==> src/rtl/alu_iter.sv <==
// Iterative integer ALU: single-cycle logic/arith/shift ops plus XLEN-cycle
// shift-add multiply and restoring divide, with a valid/ready handshake on both sides.
module alu_iter #(
  parameter int XLEN = 32,
  parameter int SHW  = $clog2(XLEN)
) (
  input  logic            clk,
  input  logic            rst_n,
  input  logic            in_valid,
  output logic            in_ready,
  input  logic [4:0]      op,
  input  logic [XLEN-1:0] op1,
  input  logic [XLEN-1:0] op2,
  output logic            out_valid,
  input  logic            out_ready,
  output logic [XLEN-1:0] alu_out,
  output logic            busy
);

  typedef enum logic [1:0] {IDLE, CALC, DONE} state_t;

  localparam logic [SHW:0] CNT_INIT = (SHW+1)'(XLEN);
  localparam logic [SHW:0] CNT_ONE  = (SHW+1)'(1);

  state_t          r_state, w_state_nxt;
  logic            w_accept;
  logic [SHW:0]    r_cnt;
  logic            r_mul, r_rem;
  logic [XLEN-1:0] r_a, r_b, r_acc, r_out;

  logic            w_iter;
  logic [SHW-1:0]  w_sh;
  logic [XLEN-1:0] w_alu;
  logic [XLEN-1:0] w_mul_nxt;
  logic [XLEN:0]   w_rem_sh, w_diff;
  logic            w_qbit;
  logic [XLEN-1:0] w_rem_nxt, w_quo_nxt;

  assign w_iter = (op == 5'b11000) || (op == 5'b11100) || (op == 5'b11101);
  assign w_sh   = op2[SHW-1:0];

  always_comb begin
    w_alu = '0;
    case (op)
      5'b01100, 5'b01101: w_alu = op1 + op2;
      5'b01110:           w_alu = op1 - op2;
      5'b01000:           w_alu = op1 << w_sh;
      5'b01001:           w_alu = op1 >> w_sh;
      5'b01010:           w_alu = $signed(op1) >>> w_sh;
      5'b00110:           w_alu = op1 ^ op2;
      5'b00101:           w_alu = op1 | op2;
      5'b00100:           w_alu = op1 & op2;
      5'b00010:           w_alu = {{(XLEN-1){1'b0}}, ($signed(op1) < $signed(op2))};
      5'b00011:           w_alu = {{(XLEN-1){1'b0}}, (op1 < op2)};
      default:            w_alu = '0;
    endcase
  end

  // Multiply: r_a shifts left as the multiplicand, r_b right as the multiplier.
  assign w_mul_nxt = r_acc + (r_b[0] ? r_a : '0);

  // Divide: r_a shifts the dividend out of its MSB and collects quotient bits in its LSB;
  // the remainder stays below the divisor, so one extra bit is enough for the trial subtract.
  assign w_rem_sh  = {r_acc, r_a[XLEN-1]};
  assign w_diff    = w_rem_sh - {1'b0, r_b};
  assign w_qbit    = ~w_diff[XLEN];
  assign w_rem_nxt = w_qbit ? w_diff[XLEN-1:0] : w_rem_sh[XLEN-1:0];
  assign w_quo_nxt = {r_a[XLEN-2:0], w_qbit};

  always_comb begin
    w_state_nxt = r_state;
    w_accept    = 1'b0;
    in_ready    = 1'b0;
    out_valid   = 1'b0;
    busy        = 1'b0;
    case (r_state)
      IDLE: begin
        in_ready = 1'b1;
        if (in_valid) begin
          w_accept    = 1'b1;
          w_state_nxt = w_iter ? CALC : DONE;
        end
      end
      CALC: begin
        busy = 1'b1;
        if (r_cnt == CNT_ONE) w_state_nxt = DONE;
      end
      DONE: begin
        out_valid = 1'b1;
        if (out_ready) begin
          in_ready = 1'b1;
          if (in_valid) begin
            w_accept    = 1'b1;
            w_state_nxt = w_iter ? CALC : DONE;
          end else begin
            w_state_nxt = IDLE;
          end
        end
      end
      default: w_state_nxt = IDLE;
    endcase
  end

  always_ff @(posedge clk or negedge rst_n) begin
    if (!rst_n) r_state <= IDLE;
    else        r_state <= w_state_nxt;
  end

  always_ff @(posedge clk or negedge rst_n) begin
    if (!rst_n) begin
      r_cnt <= '0;
      r_mul <= 1'b0;
      r_rem <= 1'b0;
      r_a   <= '0;
      r_b   <= '0;
      r_acc <= '0;
      r_out <= '0;
    end else if (w_accept) begin
      r_cnt <= CNT_INIT;
      r_mul <= (op == 5'b11000);
      r_rem <= (op == 5'b11101);
      if (w_iter) begin
        r_a   <= op1;
        r_b   <= op2;
        r_acc <= '0;
      end else begin
        r_out <= w_alu;
      end
    end else if (r_state == CALC) begin
      r_cnt <= r_cnt - CNT_ONE;
      if (r_mul) begin
        r_acc <= w_mul_nxt;
        r_a   <= r_a << 1;
        r_b   <= r_b >> 1;
      end else begin
        r_acc <= w_rem_nxt;
        r_a   <= w_quo_nxt;
      end
      if (r_cnt == CNT_ONE)
        r_out <= r_mul ? w_mul_nxt : (r_rem ? w_rem_nxt : w_quo_nxt);
    end
  end

  assign alu_out = r_out;

endmodule

==> config.mk <==
export PLATFORM = sky130hd
export DESIGN_NAME = alu_iter
export DESIGN_NICKNAME = d
export VERILOG_FILES = /design/src/rtl/alu_iter.sv
export SDC_FILE = /design/constraint.sdc
export NUM_CORES = 1
export LEC_CHECK = 0
export BUFFER_PORTS_ARGS = -buffer_cell sky130_fd_sc_hd__buf_2
export CAP_MARGIN = 20
export CORE_MARGIN = 2
export CORE_UTILIZATION = 38
export CTS_CLUSTER_SIZE = 16
export DETAILED_ROUTE_END_ITERATION = 8
export GPL_TIMING_DRIVEN = 1
export HOLD_SLACK_MARGIN = 0.06
export MAX_ROUTING_LAYER = met4
export PLACE_DENSITY = 0.54
export RECOVER_POWER = 100
export SYNTH_ARGS = -nofsm -noshare
export SYNTH_HDL_FRONTEND = slang
export SYNTH_SLANG_ARGS = --single-unit
==> constraint.sdc <==
create_clock -name clk -period 4.6 [get_ports clk]
set_clock_uncertainty 0.15 [all_clocks]
set_input_delay 0.23 -clock clk [delete_from_list [all_inputs] [get_ports clk]]
set_output_delay 0.23 -clock clk [all_outputs]
set_load 0.05 [all_outputs]
==> out/summary.md <==
Dominant cell type by area after synthesis: sky130_fd_sc_hd__dfrtp_1. The global-route wire length before repair was 132900 µm. Routability-driven placement finished with a final weighted congestion of 1.040. In this run, synthesis inferred 0 flip-flops with an integrated enable.

The number of endpoints failing setup at the final stage is 0. The number of buffers added on ports is 107, and the number of endpoints with negative hold slack in the final report is 0. In this run the horizontal extent of the chip is 230.5 µm. The startpoint type of the worst setup path is a primary input. The share of final-layout standard cells stronger than drive strength 1 works out to 0.1032. Growth of design area from synthesis to finish: 11.31%. The most common flop cell mapped by yosys was sky130_fd_sc_hd__dfrtp_1. A synthesized cell averages 7.563 µm². For the worst voltage drop across the vdd grid, the log shows 0.2853 mV. In the final timing run, aggregate negative setup slack is 0 ns. After detailed placement, the design holds a cell count of 3259.

The routed layout has 21280 vias. The critical path goes through dlygate4sd3_1 > clkbuf_2 > inv_1 > ha_1 > or4_1 > nand4b_1 > o21bai_1 > a211oi_1 > buf_4 > a211oi_1 > a2bb2oi_1 > mux2i_1 > o31ai_1 > buf_4 > nand4_1. The share of flip-flops with an asynchronous set or reset after synthesis works out to 1.000.

Worst max-slew margin expressed relative to the limit: -1.558. The run gives 2577 as the gate count after technology mapping. The run gives 166 as the total count of max-transition violations in the final report. CTS placed an instance of sky130_fd_sc_hd__clkbuf_16 at the clock tree root. Dividing the detail-routed wire length by the instance count gives 26.99 µm. The clock passes through at most 2 buffers. The depth of the worst register-to-register path came out at 14. Detailed placement ended at an HPWL of 69660 µm.

The number of synthesized register bits is 138, and the number of fill cells is 5261. The power density normalized to cell area came out at 502.2 nW/µm². The biggest fanout along the worst timing path works out to 11. For the pin with the worst max-slew slack, the measured transition is 3.837 ns. Among all stages on the critical path, the largest delay is contributed by sky130_fd_sc_hd__or4_1.

The count of cells in the finished layout, fillers not included, comes to 3337. The post-route core utilization is 0.4306. The tools report the initial core utilization as 0.3869. The run gives 6 as the detailed-router iteration count before antenna repair. The logs give 0 for the number of cells upsized or downsized after cts and 0.46 ns for the clock network latency to the later pin of the worst-skew pair. Summed over all layers, the global routing overflow is 0. The repair_antennas step left the layout with diodes totalling 0. After detailed routing, the total wire length is 90050 µm.

The tree built by TritonCTS fans out to 138 sinks. CTS built an H-tree with a depth of 4. The vertical extent of the die was 230.5 µm; the floorplan die area was 53110 µm². Entering global routing, the biggest net connects 84 pins. Clock period minus final worst setup slack: 4.323 ns. The nature of the critical path endpoint is a register. The run gives 0.1772 as the sequential share of the synthesized area. The run finished, with violations left. After floorplanning, the core was divided into 82 placement rows. Setup repair after global routing left no endpoint under its margin. The count of cells along the worst hold path works out to 3. The total number of yosys warnings is 0. TritonCTS built the clock tree. For this run, the top clock speed supported by timing is 0.2313 GHz. The net count after synthesis is 2820, and the post-route antenna net violation count is 0.

The residual DRC count is 0, and the post-synthesis instance area is 19490 µm². In this run the worst hold path is classified as primary input to register. Data on the critical path arrives at its endpoint at 4.50 ns. In the routed layout, each cell is associated on average with a via count of 6.376. Max-cap violations in this run came to 4. The tools report the required time of the critical path as 4.77 ns. Fraction of synthesized cell area taken by the top area cell type: 0.1772. The critical setup path kind is primary input to register. Pin placement for this block handled 108 I/O pins. The detailed router finished its first iteration with 2536 violations. For this run, the slowest stage of the critical path takes 0.61 ns. The clock buffer count from CTS was 17; the total leakage power was 9.418 nW. For the number of global-route vias before repair, the log shows 20260.

Clock-pin slew was measured on the worst setup and hold paths at 0.06 ns. The tools report the initial antenna violation count as 0. The checks that failed: max-capacitance violations, max-slew violations.

By count the netlist is led by 277 x sky130_fd_sc_hd__nor2_1, 276 x sky130_fd_sc_hd__nand2_1, 206 x sky130_fd_sc_hd__a21oi_1, 166 x sky130_fd_sc_hd__ha_1, 144 x sky130_fd_sc_hd__o21ai_0. The ratio of final minimum period to clock period was 0.9397. In the post-synthesis netlist, the biggest area contributors are sky130_fd_sc_hd__dfrtp_1 18%, sky130_fd_sc_hd__ha_1 11%, sky130_fd_sc_hd__mux4_2 5.9%.

The netlist uses 100 different library cells. The placeable core area is 50380 µm², and the net count of the finished layout is 2895. Yosys instantiated no cell more often than sky130_fd_sc_hd__nor2_1. For the combined global-route utilization of all metal layers, the log shows 0.3427.
[sequential cells by signal (all words and copies together), names as in the netlist]
name and flops:
alu_out 32, r_acc 32, r_state 2, r_rem 1, r_b 32, r_mul 1, r_cnt 6, r_a 32
[through the flow]
step	total power [W]	hold WS [ns]	area, µm²	worst slack (ns)
after floorplan	0.007260	-0.2156	19490	0.8061
after global placement	0.009315	0.1173	20770	0.4150
after detailed placement	0.009347	0.1242	20770	0.3337
after CTS	0.01081	0.06130	21800	0.2900
after global routing	0.01163	0.08297	21690	0.03579
final	0.01089	0.07767	21690	0.2775
[worst max-delay path, delay by kind of cell]
kind,cells,cell delay (ns)
adder cells (fa/ha/maj),1,0.43
buffers and inverters,5,1.31
AND/OR/NAND/NOR,3,0.94
multiplexers,1,0.09
AO/OA/AOI/OAI,5,1.49
[cell type report]
type	count	area [µm²]	share of cell area
multi-input combinational	2122	14760	0.6805
sequential	138	3455	0.1593
timing repair buffer	226	1510	0.06962
tap	672	840.8	0.03876
inverter	147	551.8	0.02544
clock buffer	17	425.4	0.01961
clock inverter	15	147.6	0.006806
[report_power, final]
| group | leakage [nW] | internal [W] | switching, W |
|---|---|---|---|
| clock | 0.272 | 0.000719 | 0.000672 |
| sequential | 1.71 | 0.00164 | 0.000592 |
| combinational | 7.44 | 0.00275 | 0.00452 |
| total | 9.42 | 0.00511 | 0.00578 |
[logic make-up after synthesis]
kind of cell / count (synthesis) / synth area share
AO/OA/AOI/OAI: 890 / 0.3045
AND/OR/NAND/NOR: 839 / 0.1963
buffers and inverters: 317 / 0.06658
adder cells (fa/ha/maj): 170 / 0.1107
multiplexers: 154 / 0.1130
flip-flops: 138 / 0.1772
XOR/XNOR: 69 / 0.03172
[final timing paths]
kind	start	endpoint	slack, ns
worst max-delay path	op1[9]	alu_out[27]	0.28
worst min-delay path	op1[2]	r_a[2]	0.08
worst max register to register	r_b[0]	alu_out[28]	0.29
worst min register to register	alu_out[9]	alu_out[9]	0.36
max in group asynchronous	rst_n	alu_out[13]	0.61
min in group asynchronous	rst_n	alu_out[10]	1.49
[cells in the final DEF, fill, tap and decap left out, types with 18 or more instances in the layout]
| cell type | n |
|---|---|
| sky130_fd_sc_hd__a211oi_1 | 43 |
| sky130_fd_sc_hd__a21o_1 | 52 |
| sky130_fd_sc_hd__a21oi_1 | 205 |
| sky130_fd_sc_hd__a221oi_1 | 18 |
| sky130_fd_sc_hd__a22oi_1 | 20 |
| sky130_fd_sc_hd__a31oi_1 | 68 |
| sky130_fd_sc_hd__and2_1 | 42 |
| sky130_fd_sc_hd__buf_2 | 69 |
| sky130_fd_sc_hd__buf_4 | 58 |
| sky130_fd_sc_hd__clkbuf_1 | 41 |
| sky130_fd_sc_hd__dfrtp_1 | 137 |
| sky130_fd_sc_hd__dlygate4sd3_1 | 45 |
| sky130_fd_sc_hd__ha_1 | 166 |
| sky130_fd_sc_hd__inv_1 | 139 |
| sky130_fd_sc_hd__mux2i_1 | 87 |
| sky130_fd_sc_hd__mux4_2 | 51 |
| sky130_fd_sc_hd__nand2_1 | 275 |
| sky130_fd_sc_hd__nand2b_1 | 20 |
| sky130_fd_sc_hd__nand3_1 | 49 |
| sky130_fd_sc_hd__nand4_1 | 21 |
| sky130_fd_sc_hd__nor2_1 | 277 |
| sky130_fd_sc_hd__nor2b_1 | 25 |
| sky130_fd_sc_hd__nor3_1 | 37 |
| sky130_fd_sc_hd__o211ai_1 | 35 |
| sky130_fd_sc_hd__o21ai_0 | 152 |
| sky130_fd_sc_hd__o21ai_1 | 49 |
| sky130_fd_sc_hd__o21bai_1 | 19 |
| sky130_fd_sc_hd__o31ai_1 | 22 |
| sky130_fd_sc_hd__or3_1 | 20 |
| sky130_fd_sc_hd__xnor2_1 | 45 |
| sky130_fd_sc_hd__xor2_1 | 23 |
[timing repair]
item                      CTS  global route
hold buffers               45             0
hold endpoints to repair   98             0
buffers inserted            0             0
[layer usage]
metal / wire length, µm / vias to the layer above / GRT usage
met5: 0 / - / -
met4: 3870 / 0 / 0.1369
met3: 7130 / 168 / 0.03668
met2: 40000 / 1050 / 0.5265
met1: 39050 / 10390 / 0.4614
li1: - / 9669 / -
No activity file was read; power rests on OpenSTA's default activity.
